### config.mk
export PLATFORM = sky130hd
export DESIGN_NAME = seq_restoring_divider
export DESIGN_NICKNAME = d
export VERILOG_FILES = /design/src/rtl/div_pkg.sv /design/src/rtl/div_step.sv /design/src/rtl/seq_restoring_divider.sv
export SDC_FILE = /design/constraint.sdc
export NUM_CORES = 1
export LEC_CHECK = 0
export CAP_MARGIN = 25
export CELL_PAD_IN_SITES_DETAIL_PLACEMENT = 0
export CELL_PAD_IN_SITES_GLOBAL_PLACEMENT = 2
export CORE_ASPECT_RATIO = 0.7
export CORE_MARGIN = 4
export CORE_UTILIZATION = 30
export DETAILED_ROUTE_END_ITERATION = 8
export HOLD_SLACK_MARGIN = 0.12
export PLACE_DENSITY_LB_ADDON = 0.1
export SETUP_SLACK_MARGIN = 0.15
export SLEW_MARGIN = 20
export SYNTH_ARGS = -nofsm -noshare
export SYNTH_HDL_FRONTEND = slang
export SYNTH_SLANG_ARGS = --single-unit
### constraint.sdc
create_clock -name clk -period 2.1 [get_ports clk]
set_input_delay 0.63 -clock clk [delete_from_list [all_inputs] [get_ports clk]]
set_output_delay 0.63 -clock clk [all_outputs]
set_load 0.05 [all_outputs]
### src/rtl/div_pkg.sv
// div_pkg: shared state encoding and counter sizing for the sequential divider
package div_pkg;
  typedef enum logic [1:0] {IDLE, CALC, DONE} div_state_e;
  function automatic int cnt_w(input int w);
    return $clog2(w);
  endfunction
endpackage

### src/rtl/div_step.sv
// div_step: one restoring shift-subtract iteration producing a single quotient bit
module div_step #(
  parameter int WIDTH = 8
) (
  input  logic [WIDTH-1:0] prem,
  input  logic             in_bit,
  input  logic [WIDTH-1:0] divisor,
  output logic [WIDTH-1:0] nrem,
  output logic             qbit
);
  logic [WIDTH:0] sh, trial;
  // Shift in the next dividend bit, try the subtraction, restore when it goes negative
  always_comb begin
    sh = {prem, in_bit};
    trial = sh - {1'b0, divisor};
    qbit = ~trial[WIDTH];
    nrem = qbit ? trial[WIDTH-1:0] : sh[WIDTH-1:0];
  end
endmodule

### src/rtl/seq_restoring_divider.sv
// seq_restoring_divider: multi-cycle restoring divider, one quotient bit per clock (optional SIGNED_DIV_EN)
module seq_restoring_divider
  import div_pkg::*;
#(
  parameter int WIDTH = 8
) (
  input  logic             clk,
  input  logic             rst_n,
  input  logic             in_valid,
  output logic             in_ready,
  input  logic [WIDTH-1:0] dividend,
  input  logic [WIDTH-1:0] divisor,
`ifdef SIGNED_DIV_EN
  input  logic             is_signed,
`endif
  output logic             out_valid,
  input  logic             out_ready,
  output logic [WIDTH-1:0] quotient,
  output logic [WIDTH-1:0] remainder,
  output logic             div_by_zero
);
  localparam int CW = cnt_w(WIDTH);
  div_state_e state;
  logic [CW-1:0] cnt;
  logic [WIDTH-1:0] prem, nrem, dq, dsr, a_mag, b_mag, q_nxt, q_fix, r_fix;
  logic qbit, neg_q, neg_r;
  assign in_ready = state == IDLE;
  assign out_valid = state == DONE;
`ifdef SIGNED_DIV_EN
  logic sq, sr;
  // The core only sees magnitudes; signs are reapplied when the result is loaded
  always_comb begin
    a_mag = (is_signed && dividend[WIDTH-1]) ? -dividend : dividend;
    b_mag = (is_signed && divisor[WIDTH-1]) ? -divisor : divisor;
  end
  // Capture the result signs together with the operands
  always_ff @(posedge clk or negedge rst_n)
    if (!rst_n) {sq, sr} <= 2'b00;
    else if (in_valid && in_ready) {sq, sr} <= {is_signed && (dividend[WIDTH-1] ^ divisor[WIDTH-1]), is_signed && dividend[WIDTH-1]};
  assign neg_q = sq;
  assign neg_r = sr;
`else
  assign a_mag = dividend;
  assign b_mag = divisor;
  assign neg_q = 1'b0;
  assign neg_r = 1'b0;
`endif
  div_step #(.WIDTH(WIDTH)) u_step (
    .prem(prem), .in_bit(dq[WIDTH-1]), .divisor(dsr), .nrem(nrem), .qbit(qbit)
  );
  assign q_nxt = {dq[WIDTH-2:0], qbit};
  assign q_fix = neg_q ? -q_nxt : q_nxt;
  assign r_fix = neg_r ? -nrem : nrem;
  // dq shifts dividend bits out of the top while quotient bits enter at the bottom
  always_ff @(posedge clk or negedge rst_n)
    if (!rst_n) begin
      state <= IDLE;
      cnt <= '0;
      prem <= '0;
      dq <= '0;
      dsr <= '0;
      quotient <= '0;
      remainder <= '0;
      div_by_zero <= 1'b0;
    end else if (state == IDLE) begin
      if (in_valid && divisor == '0) begin
        quotient <= '1;
        remainder <= dividend;
        div_by_zero <= 1'b1;
        state <= DONE;
      end else if (in_valid) begin
        dq <= a_mag;
        dsr <= b_mag;
        prem <= '0;
        cnt <= CW'(WIDTH - 1);
        state <= CALC;
      end
    end else if (state == CALC) begin
      prem <= nrem;
      dq <= q_nxt;
      cnt <= cnt - 1'b1;
      if (cnt == '0) begin
        quotient <= q_fix;
        remainder <= r_fix;
        div_by_zero <= 1'b0;
        state <= DONE;
      end
    end else if (out_ready) state <= IDLE;
endmodule

Word level (Yosys, flattened, before mapping):

Index checks and enable logic that the tools add are counted.
Widths: inputs -> output; s select.

* bits in writable memories: 0
* output and inout bits: 19
* memories: 0
* word-level logic and storage cells: 61
* memory bits (read-only): 0
* bits in latches: 0
* flip-flop bits (word level): 46

* equality and inequality tests: 7
* mux-type cells: 31
* $lt $le $gt $ge: 0
* reduce and logical (&&, ||, !) cells: 11
* $add $sub $neg: 2
* bitwise gates (word level): 2
* div/mod/pow operators: 0
* shifts and indexed selects: 0
* multiply operators: 0

Operators with widths (count)
* $mux 8: 17
* $mux 2: 6
* $mux 3: 4
* $reduce_and 3->1: 4
* $sub 9x8->9: 1
* $logic_not 8->1: 1
* $ne 3x2->1 const B: 2
* $mux 1: 4
* $ne 2x2->1 const B: 2
* $reduce_bool 2->1: 2
* $logic_not 3->1: 1
* $reduce_bool 3->1: 1
* $sub 3x1->3 const B: 1
* $eq 2x1->1 const B: 1
* $eq 2x2->1 const B: 1
* $logic_not 2->1: 1
* $ne 2x1->1 const B: 1
* $not 1->1: 2
* $logic_and 1x1->1: 1

Longest topological paths before layout:

Gate-level depths: netlist of the first run.

* depth after elaboration: 5
* gate-level depth with buffers: 11

Cells and area by module:

Synthesis of the first run repeated with hierarchy kept, for this count alone.

* cells, all modules: 237
* area total of the unflattened synthesis: 2685.1 um2

Modules (own cells, without submodules)
* seq_restoring_divider: cells an instance 179, times used 1, area each 2199.6 um2
* div_step: cells an instance 58, times used 1, area each 485.5 um2

Worst setup path after synthesis of the first run:

Ideal clock, no wire load.

* path type: reg2reg
* start point: register dq[7]
* end point: register remainder[6]
* arrival: 2098 ps
* stages on the path, launching flop included: 12
* path slack: -92 ps
* cells stage by stage: dfrtp_1 > inv_1 > ha_1 > inv_1 > fa_1 > a211oi_2 > nor3_2 > mux2i_1 > nand3_1 > buf_6 > mux2i_1 > a221oi_2

* word-level cells in the longest chain between the ends: 5

RTL lines
* start, declared: line seq_restoring_divider.sv:25 `logic [WIDTH-1:0] prem, nrem, dq, dsr, a_mag, b_mag, q_nxt, q_fix, r_fix;`
* start signal, assigned: line seq_restoring_divider.sv:72 `dq <= a_mag;`
* start signal, assigned: line seq_restoring_divider.sv:80 `dq <= q_nxt;`
* $sub 9x8->9: line div_step.sv:15 `trial = sh - {1'b0, divisor};`
* $mux 8: line div_step.sv:17 `nrem = qbit ? trial[WIDTH-1:0] : sh[WIDTH-1:0];`
* $mux 8: line seq_restoring_divider.sv:82 `if (cnt == '0) begin`
* $mux 8: line seq_restoring_divider.sv:78 `end else if (state == CALC) begin`
* $mux 8: line seq_restoring_divider.sv:65 `end else if (state == IDLE) begin`
* end signal, assigned: line seq_restoring_divider.sv:68 `remainder <= dividend;`
* end signal, assigned: line seq_restoring_divider.sv:84 `remainder <= r_fix;`
* end, declared: line seq_restoring_divider.sv:19 `output logic [WIDTH-1:0] remainder,`

Every way passes these cells. The select of a mux whose other input is x is not followed.
A chain may end at the register's enable or synchronous reset.

Final worst setup path of the first run:

Same ends and word-level chain as after synthesis.

==> results of run 1 <==
metrics by stage:
stage               power (uW)  instance area, um2  hold WS (ns)  utilization  setup WS (ns)
floorplan                 4334                2586        0.3344            -       -0.06513
global placement          5580                3244        0.4669       0.3859        -0.3624
detailed placement        5581                3244        0.4685       0.3859        -0.3063
CTS                       7261                3656        0.3185       0.4348        -0.2500
global route              7920                3715        0.3238       0.4418        -0.3628
finish                    7317                3715        0.2989       0.4418        -0.2557
final timing paths:
| kind | slack, ns | to |
|---|---|---|
| max in group asynchronous | 1.54 | state[0] |
| worst max-delay path | -0.26 | remainder[6] |
| worst min register to register | 0.48 | quotient[6] |
| min in group clk | 0.48 | quotient[6] |
| worst max register to register | -0.26 | remainder[6] |
| worst min-delay path | 0.30 | quotient[7] |
power by group:
| group | switching [uW] | total [uW] | internal, uW |
|---|---|---|---|
| Combinational | 2610 | 4950 | 2340 |
| Sequential | 256 | 1550 | 1290 |
| Clock | 344 | 816 | 473 |
state kept, by name (all words and copies together) (netlist names):
register     flops
quotient         8
prem             8
cnt              3
remainder        8
dq               8
state            2
div_by_zero      1
dsr              8
cell type report:
class,count,area share
Sequential cell,46,0.3102
Clock inverter,1,0.001347
Clock buffer,7,0.03840
Tap cell,105,0.03537
Inverter,15,0.01583
Timing Repair Buffer,88,0.2216
Multi-Input combinational cell,206,0.3772
layer usage:
| metal | track usage | vias up | wire [um] |
|---|---|---|---|
| li1 | - | 1141 | - |
| met1 | 0.2474 | 1084 | 4059 |
| met2 | 0.2108 | 29 | 2990 |
| met3 | 0.03296 | 8 | 215 |
| met4 | 0.04416 | 0 | 81 |
| met5 | 0 | - | 0 |
cell families after synthesis:
kind of cell             Yosys count  share of synthesized area
XOR/XNOR                           4                    0.01357
adder cells (fa/ha/maj)           11                    0.05623
AO/OA/AOI/OAI                     75                     0.1760
buffers and inverters             30                    0.06350
AND/OR/NAND/NOR                  102                     0.1958
multiplexers                      12                    0.04896
flip-flops                        46                     0.4460
timing repair:
| item | in CTS | in global routing |
|---|---|---|
| setup buffers | 9 | 5 |
| cloned | 4 | 0 |
| gates resized for setup | 35 | 7 |
| pin swaps | 15 | 9 |
| hold buffers | 0 | 0 |
| endpoints found under the setup margin | 43 | 42 |
placed cells by master, fill, tap and decap left out, types with 3 or more instances in the layout:
cell	Yosys	layout
nand2_1	46	44
clkdlybuf4s50_1	0	9
nor3_1	3	3
inv_1	14	12
xnor2_1	3	3
o21ai_1	14	19
o21ai_0	18	13
dfrtp_1	46	45
a21oi_1	15	13
mux2i_4	0	4
dlymetal6s2s_1	0	4
a31oi_1	7	7
buf_12	0	6
dlygate4sd2_1	0	4
nor2_1	26	24
o21ai_2	3	3
ha_1	10	9
buf_6	5	6
clkbuf_16	0	5
mux2i_1	10	6
buf_4	1	55
nor3b_1	8	8
o22ai_1	6	6
==> metrics.txt, run 1 <==
status=finished, violations left; failing checks=setup timing; largest net degree at the start of global routing=47; EDFF count, synth=0; Worst Path Max Fanout=5; crit path from=dq[7]; final wirelength=7346 um; fin crit share=1.122; crit path cell chain=inv_2, ha_4, inv_2, fa_2, a211oi_4, nor3_2, mux2i_1, nand3_2, buf_12, mux2i_4, a221oi_2; CTS root buf=clkbuf_16; post-route insts no fill=468; worst-margin pin slew=0.4438 ns; worst endpoint required time=2.29 ns; DRT Pass-1 Iters=4; cells on worst reg2reg path=11; H-tree depth=2; Synthesized Nets=311; Seq cells post-synth=46; TNS Setup=-3.530 ns; first-pass GRT wire length=12,340 um; multi-input logic area=1401 um2; post-synthesis sequential area ratio=0.4460; Max Cap Viol=0; Distinct cells, synth=47; R2R Path Start=dq[7]; FILL cells=866; vias per cell=4.833; vias in the first global route=2,241; Diodes inserted=0; initial antenna violation count=0; routed via count=2,262; TritonCTS Buffers=5; Sequential cell area=1152 um2; buffer and inverter count on the worst path=3; fraction of layout cells with a size suffix above 1=0.3058; yosys warns=0; cell area after synthesis=2581 um2; GPL Wtd Cong=0.7718; cell with the most instances on the worst path=inv_2; Die Y=85.61 um; # nets final=393; Num Clock Sinks=46; Max Clock Freq=0.4245 GHz; Starting Density=0.3070; syn avg cell area=9.219 um2; Pwr Density=1970 nW/um2; post-synth top area share=0.4460; synthesized instance count=280; cell row count=28; Critical Path Stages=11; cell accounting for the most synthesized area=dfrtp_1; area of the die=10,180 um2; drt first-iter violations=129; Setup-failing EPs final=18; fin crit period=2.356 ns; core area=8408 um2; commonest cells in the synthesized netlist=dfrtp_1 (46), nand2_1 (46), nor2_1 (26); CTS clk-pin slew, worst paths=0.07 ns; Hold Crit Class=in -> async; Final ANT Viol Nets=0; final worst slack=-0.2557 ns; critical path type=reg -> reg; I/O Buffers=38; LEAKAGE=0.001703 uW; CP Data Arrival Time=2.55 ns; Hold Vio Cnt, Final=0; Slew Limit Fails=0; clk_skew=0.007189 ns; main flop type after synthesis=dfrtp_1; Max rail drop VDD=0.6462 mV; area grow syn2layout=43.92%; max incr delay on CP=0.39 ns; Clock Latency Late Sink=0.29 ns; Worst path slowest cell=dfrtp_1; die width=118.9 um; DRC Markers=0; synth top area cells=dfrtp_1 (45%), nand2_1 (6.7%), ha_1 (4.8%), mux2i_1 (3.9%), nor2_1 (3.8%); GRT Util Overall=0.1564; clk buf depth=2; asr flop ratio synth=1.000; Placed Cells=442; Slew headroom=0.7037; Worst setup EP type=register; unrepaired setup endpoints after global routing=true; IO Count=39; GRT overflow=0; DPL Wire Length=5100 um; critical path's top delay family=compound AO/OA/AOI/OAI gates; Startpoint Class=register; DR WL/cell=15.70 um; TritonCTS clock tree=yes
Power figures use the tool's default switching activity.
==> run 2, diff against run 1 <==
--- a/config.mk
+++ b/config.mk
@@ -11,8 +11,11 @@
 export CORE_ASPECT_RATIO = 0.7
 export CORE_MARGIN = 4
 export CORE_UTILIZATION = 30
+export CTS_CLUSTER_SIZE = 28
 export DETAILED_ROUTE_END_ITERATION = 8
+export GPL_ROUTABILITY_DRIVEN = 0
 export HOLD_SLACK_MARGIN = 0.12
+export MAX_ROUTING_LAYER = met4
 export PLACE_DENSITY_LB_ADDON = 0.1
 export SETUP_SLACK_MARGIN = 0.15
 export SLEW_MARGIN = 20
==> run 2 against run 1 <==
The flow still finishes with violations (setup timing). Non-clock buffer count stayed put. Core utilization unchanged. Count of clock-buffer cells in the layout unchanged. Via count shrank 0.13%.
==> metrics.txt, run 2 (synthesized netlist as in run 1, its figures left out) <==
status=finished, violations left; failing checks=setup timing; pre-CTS setup slack=-0.3063 ns (unchanged); IO Count=39 (unchanged); CTS root buf=clkbuf_16; vias in the first global route=2,245 (+0.18%); cell row count=28 (unchanged); multi-input logic area=1401 um2 (unchanged); met2 Use GR=0.2113 (+0.0005155); DR WL/cell=15.71 um (about the same); # nets final=393 (unchanged); most frequent cells in the layout=buf_4 (55), dfrtp_1 (45), nand2_1 (44), nor2_1 (24), o21ai_1 (19); TritonCTS clock tree=yes; TritonCTS Buffers=5 (unchanged); I/O Buffers=38 (unchanged); R2R Path Start=dq[7]; Max Clock Freq=0.4238 GHz (-0.15%); final worst slack=-0.2593 ns (-0.003637 ns); Slew Limit Fails=0 (unchanged); Num Clock Sinks=46 (unchanged); drt first-iter violations=125 (-3.1%); critical path type=reg -> reg; DP Area=3244 um2 (unchanged); buffer and inverter count on the worst path=3 (unchanged); R2R Setup Slk=-0.26 ns (about the same); Worst setup EP type=register; Setup-failing EPs final=18 (unchanged); hold_buf cts=0 (unchanged); cells on worst reg2reg path=11 (unchanged); critical path's top delay family=compound AO/OA/AOI/OAI gates; fraction of layout cells with a size suffix above 1=0.3058 (unchanged); Hold Crit Class=in -> async; GRT Util Overall=0.1607 (+0.004320); FILL cells=866 (unchanged); H-tree depth=2 (unchanged); routed via count=2,259 (-0.13%); clk buf depth=2 (unchanged); Die Y=85.61 um (unchanged); DRT Pass-1 Iters=4 (unchanged); met1 GRT Util=0.2462 (-0.001235); crit path cell chain=inv_2, ha_4, inv_2, fa_2, a211oi_4, nor3_2, mux2i_1, nand3_2, buf_12, mux2i_4, a221oi_2; CP Data Arrival Time=2.55 ns (about the same); GRT overflow=0 (unchanged); CTS clk-pin slew, worst paths=0.07 ns (about the same); die width=118.9 um (unchanged); area grow syn2layout=43.92% (unchanged); core area=8408 um2 (unchanged); cell with the most instances on the worst path=inv_2; vias per cell=4.827 (-0.13%); Starting Density=0.3070 (unchanged); R2R Path End=remainder[6]; Hold Vio Cnt, Final=0 (unchanged); design area=3715 um2 (unchanged); Diodes inserted=0 (unchanged); Startpoint Class=register; initial antenna violation count=0 (unchanged); largest net degree at the start of global routing=47 (unchanged); Max rail drop VDD=0.6462 mV (about the same); Final ANT Viol Nets=0 (unchanged); unrepaired setup endpoints after global routing=true; Clock Latency Late Sink=0.29 ns (about the same); global route hottest layer=met1; Max Cap Viol=0 (unchanged); worst endpoint required time=2.29 ns (about the same); max incr delay on CP=0.39 ns (about the same); LEAKAGE=0.001703 uW (unchanged); Slew headroom=0.7120 (+0.008284); area of the die=10,180 um2 (unchanged); Pwr Density=1974 nW/um2 (+0.24%); met3 usage=0.03230 (-0.0006592); Sequential cell area=1152 um2 (unchanged); Worst path slowest cell=dfrtp_1; most common cell after layout, fill and taps aside=buf_4; DPL Wire Length=5100 um (unchanged); DRC Markers=0 (unchanged); Worst Path Max Fanout=5 (unchanged); fin crit period=2.359 ns (+0.003637 ns); final wirelength=7351 um (about the same); fin crit share=1.123 (+0.001732); clk_skew=0.009288 ns (+0.002099 ns); Core Util, Final=0.4418 (unchanged); first-pass GRT wire length=12,320 um (-0.17%); worst-margin pin slew=0.4314 ns (-0.01241 ns)
==> run 2: cell counts in the layout (fill, tap and decap cells not counted) <==
Identical to the previous run, type by type.
==> run 2: how the worst max path moves through the flow <==
stage                     startpoint  cells past startpoint            to  slack (ns)
after floorplan                dq[7]                     11  remainder[6]       -0.07
after detailed placement       dq[7]                     11  remainder[6]       -0.31
after CTS                      dq[7]                     11  remainder[6]       -0.25
final                          dq[7]                     11  remainder[6]       -0.26
after global placement    divisor[5]                      9         dq[7]       -0.36
after global routing           dq[7]                     11  remainder[6]       -0.36
==> run 2: area by class of cell <==
type	instances	area share
inverter	15	0.01583
clock buffer	7	0.03840
timing repair buffer	88	0.2216
multi-input combinational	206	0.3772
sequential	46	0.3102
clock inverter	1	0.001347
tap	105	0.03537
==> run 2: per-stage QoR <==
| step | hold WS, ns | total power (uW) | instances | TNS, ns |
|---|---|---|---|---|
| 2_1_floorplan | 0.3344 | 4334 | 280 | -0.1993 |
| 3_3_place_gp | 0.4669 | 5580 | 442 | -9.733 |
| 3_5_place_dp | 0.4685 | 5581 | 442 | -9.670 |
| 4_1_cts | 0.3185 | 7261 | 463 | -3.505 |
| 5_1_grt | 0.3269 | 7916 | 468 | -5.837 |
| 6_report | 0.3065 | 7335 | 468 | -3.622 |
==> run 2: power breakdown <==
part,switching [uW],internal [uW],leakage (uW)
logic,2620,2340,0.00110
clock network,347,473,0.0000739
registers,259,1290,0.000533
total,3230,4100,0.00170
==> run 2: metal layers <==
metal,routed length [um],vias to the layer above
met1,4121,1079
met3,189,8
met4,80,0
met5,0,-
li1,-,1144
met2,2959,28
==> run 2: repair_timing <==
| item | 4_1_cts | 5_1_grt |
|---|---|---|
| setup buffers | 9 | 5 |
| gates resized for setup | 35 | 7 |
| pin swaps | 15 | 9 |
| endpoints found under the setup margin | 43 | 42 |
| cloned | 4 | 0 |
==> run 3, diff against run 2 <==
--- a/config.mk
+++ b/config.mk
@@ -9,7 +9,7 @@
 export CELL_PAD_IN_SITES_DETAIL_PLACEMENT = 0
 export CELL_PAD_IN_SITES_GLOBAL_PLACEMENT = 2
 export CORE_ASPECT_RATIO = 0.7
-export CORE_MARGIN = 4
+export CORE_MARGIN = 3
 export CORE_UTILIZATION = 30
 export CTS_CLUSTER_SIZE = 28
 export DETAILED_ROUTE_END_ITERATION = 8
@@ -18,6 +18,7 @@
 export MAX_ROUTING_LAYER = met4
 export PLACE_DENSITY_LB_ADDON = 0.1
 export SETUP_SLACK_MARGIN = 0.15
+export SKIP_CTS_REPAIR_TIMING = 1
 export SLEW_MARGIN = 20
 export SYNTH_ARGS = -nofsm -noshare
 export SYNTH_HDL_FRONTEND = slang
==> run 3 against run 2 <==
The flow still finishes with violations (setup timing). Combinational power is 4.6% lower. Die area is 4.0% lower. Sequential power is essentially flat. Total power fell by 3.5%. Core utilization is 0.66 points higher. Final cell count is 2.4% lower. Critical path depth is the same. Count of clock-buffer cells in the layout is the same. Design area down 2.1%. Via count decreased by 2.6%. Critical path type unchanged. Clock skew fell by 0.0058 ns.
==> metrics.txt, run 3 (synthesized netlist as in run 1, its figures left out) <==
fraction of layout cells with a size suffix above 1=0.2949 (-0.01084); Startpoint Class=register; Core Util, Final=0.4485 (+0.006642); IO Count=39 (unchanged); worst-margin pin slew=0.4067 ns (-0.02465 ns); met2 Use GR=0.1848 (-0.02652); Final ANT Viol Nets=0 (unchanged); Setup-failing EPs final=18 (unchanged); Hold Vio Cnt, Final=0 (unchanged); TritonCTS clock tree=yes; TritonCTS Buffers=5 (unchanged); cell row count=27 (-3.6%); clk_skew=0.003453 ns (-0.005835 ns); DRC Markers=0 (unchanged); Worst setup EP type=register; drt first-iter violations=135 (+8.0%); Slew headroom=0.7289 (+0.01691); FILL cells=808 (-6.7%); Max Clock Freq=0.4288 GHz (+1.2%); Worst path slowest cell=dfrtp_1; met1 GRT Util=0.2292 (-0.01697); Worst Path Max Fanout=5 (unchanged); max incr delay on CP=0.39 ns (about the same); vias in the first global route=1,995 (-11%); Die Y=83.61 um (-2.3%); largest net degree at the start of global routing=47 (unchanged); Starting Density=0.3184 (+0.01137); Num Clock Sinks=46 (unchanged); unrepaired setup endpoints after global routing=true; failing checks=setup timing; CTS root buf=clkbuf_16; WHS=0.2983 ns (-0.008236 ns); I/O Buffers=38 (unchanged); DRT Pass-1 Iters=4 (unchanged); # nets final=386 (-1.8%); Slew Limit Fails=0 (unchanged); most frequent cells in the layout=buf_4 (55), dfrtp_1 (46), nand2_1 (44), nor2_1 (23), o21ai_1 (18); GRT Util Overall=0.1457 (-0.01508); die width=116.9 um (-1.7%); cell with the most instances on the worst path=inv_2; initial antenna violation count=0 (unchanged); R2R Path End=remainder[6]; Clock Latency Late Sink=0.29 ns (about the same); core area=8108 um2 (-3.6%); routed via count=2,200 (-2.6%); Diodes inserted=0 (unchanged); R2R Setup Slk=-0.23 ns (+0.03 ns); met3 usage=0.03261 (+0.0003081); H-tree depth=2 (unchanged); Pwr Density=1947 nW/um2 (-1.4%); worst endpoint required time=2.30 ns (about the same); R2R Path Start=dq[7]; first-pass GRT wire length=10,720 um (-13%); area grow syn2layout=40.86%; Hold Crit Class=in -> async; Max Cap Viol=0 (unchanged); critical path type=reg -> reg; GRT overflow=0 (unchanged); fin crit period=2.332 ns (-0.02719 ns); global route hottest layer=met1; vias per cell=4.814 (-0.27%); crit path cell chain=inv_2, ha_4, inv_2, fa_2, a211oi_4, nor3_2, mux2i_1, nand3_2, buf_12, mux2i_4, a221oi_2; fin crit share=1.111 (-0.01295); DPL Wire Length=5037 um (-1.3%); area of the die=9771 um2 (-4.0%); final worst slack=-0.2321 ns (+0.02719 ns); LEAKAGE=0.001707 uW (+0.27%); most common cell after layout, fill and taps aside=buf_4; DR WL/cell=15.22 um (-3.1%); final wirelength=6954 um (-5.4%); status=finished, violations left; clk buf depth=2 (unchanged); Max rail drop VDD=0.5214 mV (-19%); CP Data Arrival Time=2.53 ns (-0.02 ns); cells on worst reg2reg path=11 (unchanged); CTS clk-pin slew, worst paths=0.06 ns (about the same)
## run 3: area by class of cell
class                      count  area (um2)  share of cell area
sequential                    46        1151              0.3166
inverter                      15       57.56             0.01583
clock buffer                   7       142.6             0.03923
clock inverter                 1       5.005            0.001376
tap                          101       126.4             0.03476
timing repair buffer          82       745.7              0.2051
multi-input combinational    205        1408              0.3871
## run 3: where the power goes
group	switching [uW]	leakage [uW]	internal [uW]
logic	2560	0.00110	2160
clock network	331	0.0000739	472
registers	257	0.000534	1290
## run 3: worst max-delay path by stage
stage,from,end,depth (start not counted)
2_1_floorplan,dq[7],remainder[6],11
6_report,dq[7],remainder[6],11
5_1_grt,dq[7],remainder[6],11
4_1_cts,dq[7],remainder[6],11
3_5_place_dp,divisor[5],dq[7],9
3_3_place_gp,divisor[5],dq[7],9
## run 3: critical path: cells and delay by family (launching register included)
| family | cells | cell delay, ns |
|---|---|---|
| AO/OA/AOI/OAI | 2 | 0.49 |
| AND/OR/NAND/NOR | 2 | 0.22 |
| adder cells (fa/ha/maj) | 2 | 0.51 |
| flip-flops | 1 | 0.39 |
| buffers and inverters | 3 | 0.29 |
| multiplexers | 2 | 0.35 |
## run 3: stage by stage
step                      area [um2]  total power, uW  worst slack [ns]  instances  TNS, ns
after global routing            3636             7624           -0.4142        457   -6.023
final                           3636             7078           -0.2321        457   -2.864
after detailed placement        3242             5573           -0.3486        440   -8.789
after global placement          3242             5584           -0.4234        440   -8.994
after floorplan                 2586             4334          -0.06513        280  -0.1993
after CTS                       3390             6411           -0.3027        448   -4.482
## run 3: layer usage
| metal | vias up | wire (um) |
|---|---|---|
| li1 | 1131 | - |
| met1 | 1016 | 3851 |
| met2 | 45 | 2730 |
| met3 | 8 | 298 |
| met4 | 0 | 73 |
| met5 | - | 0 |
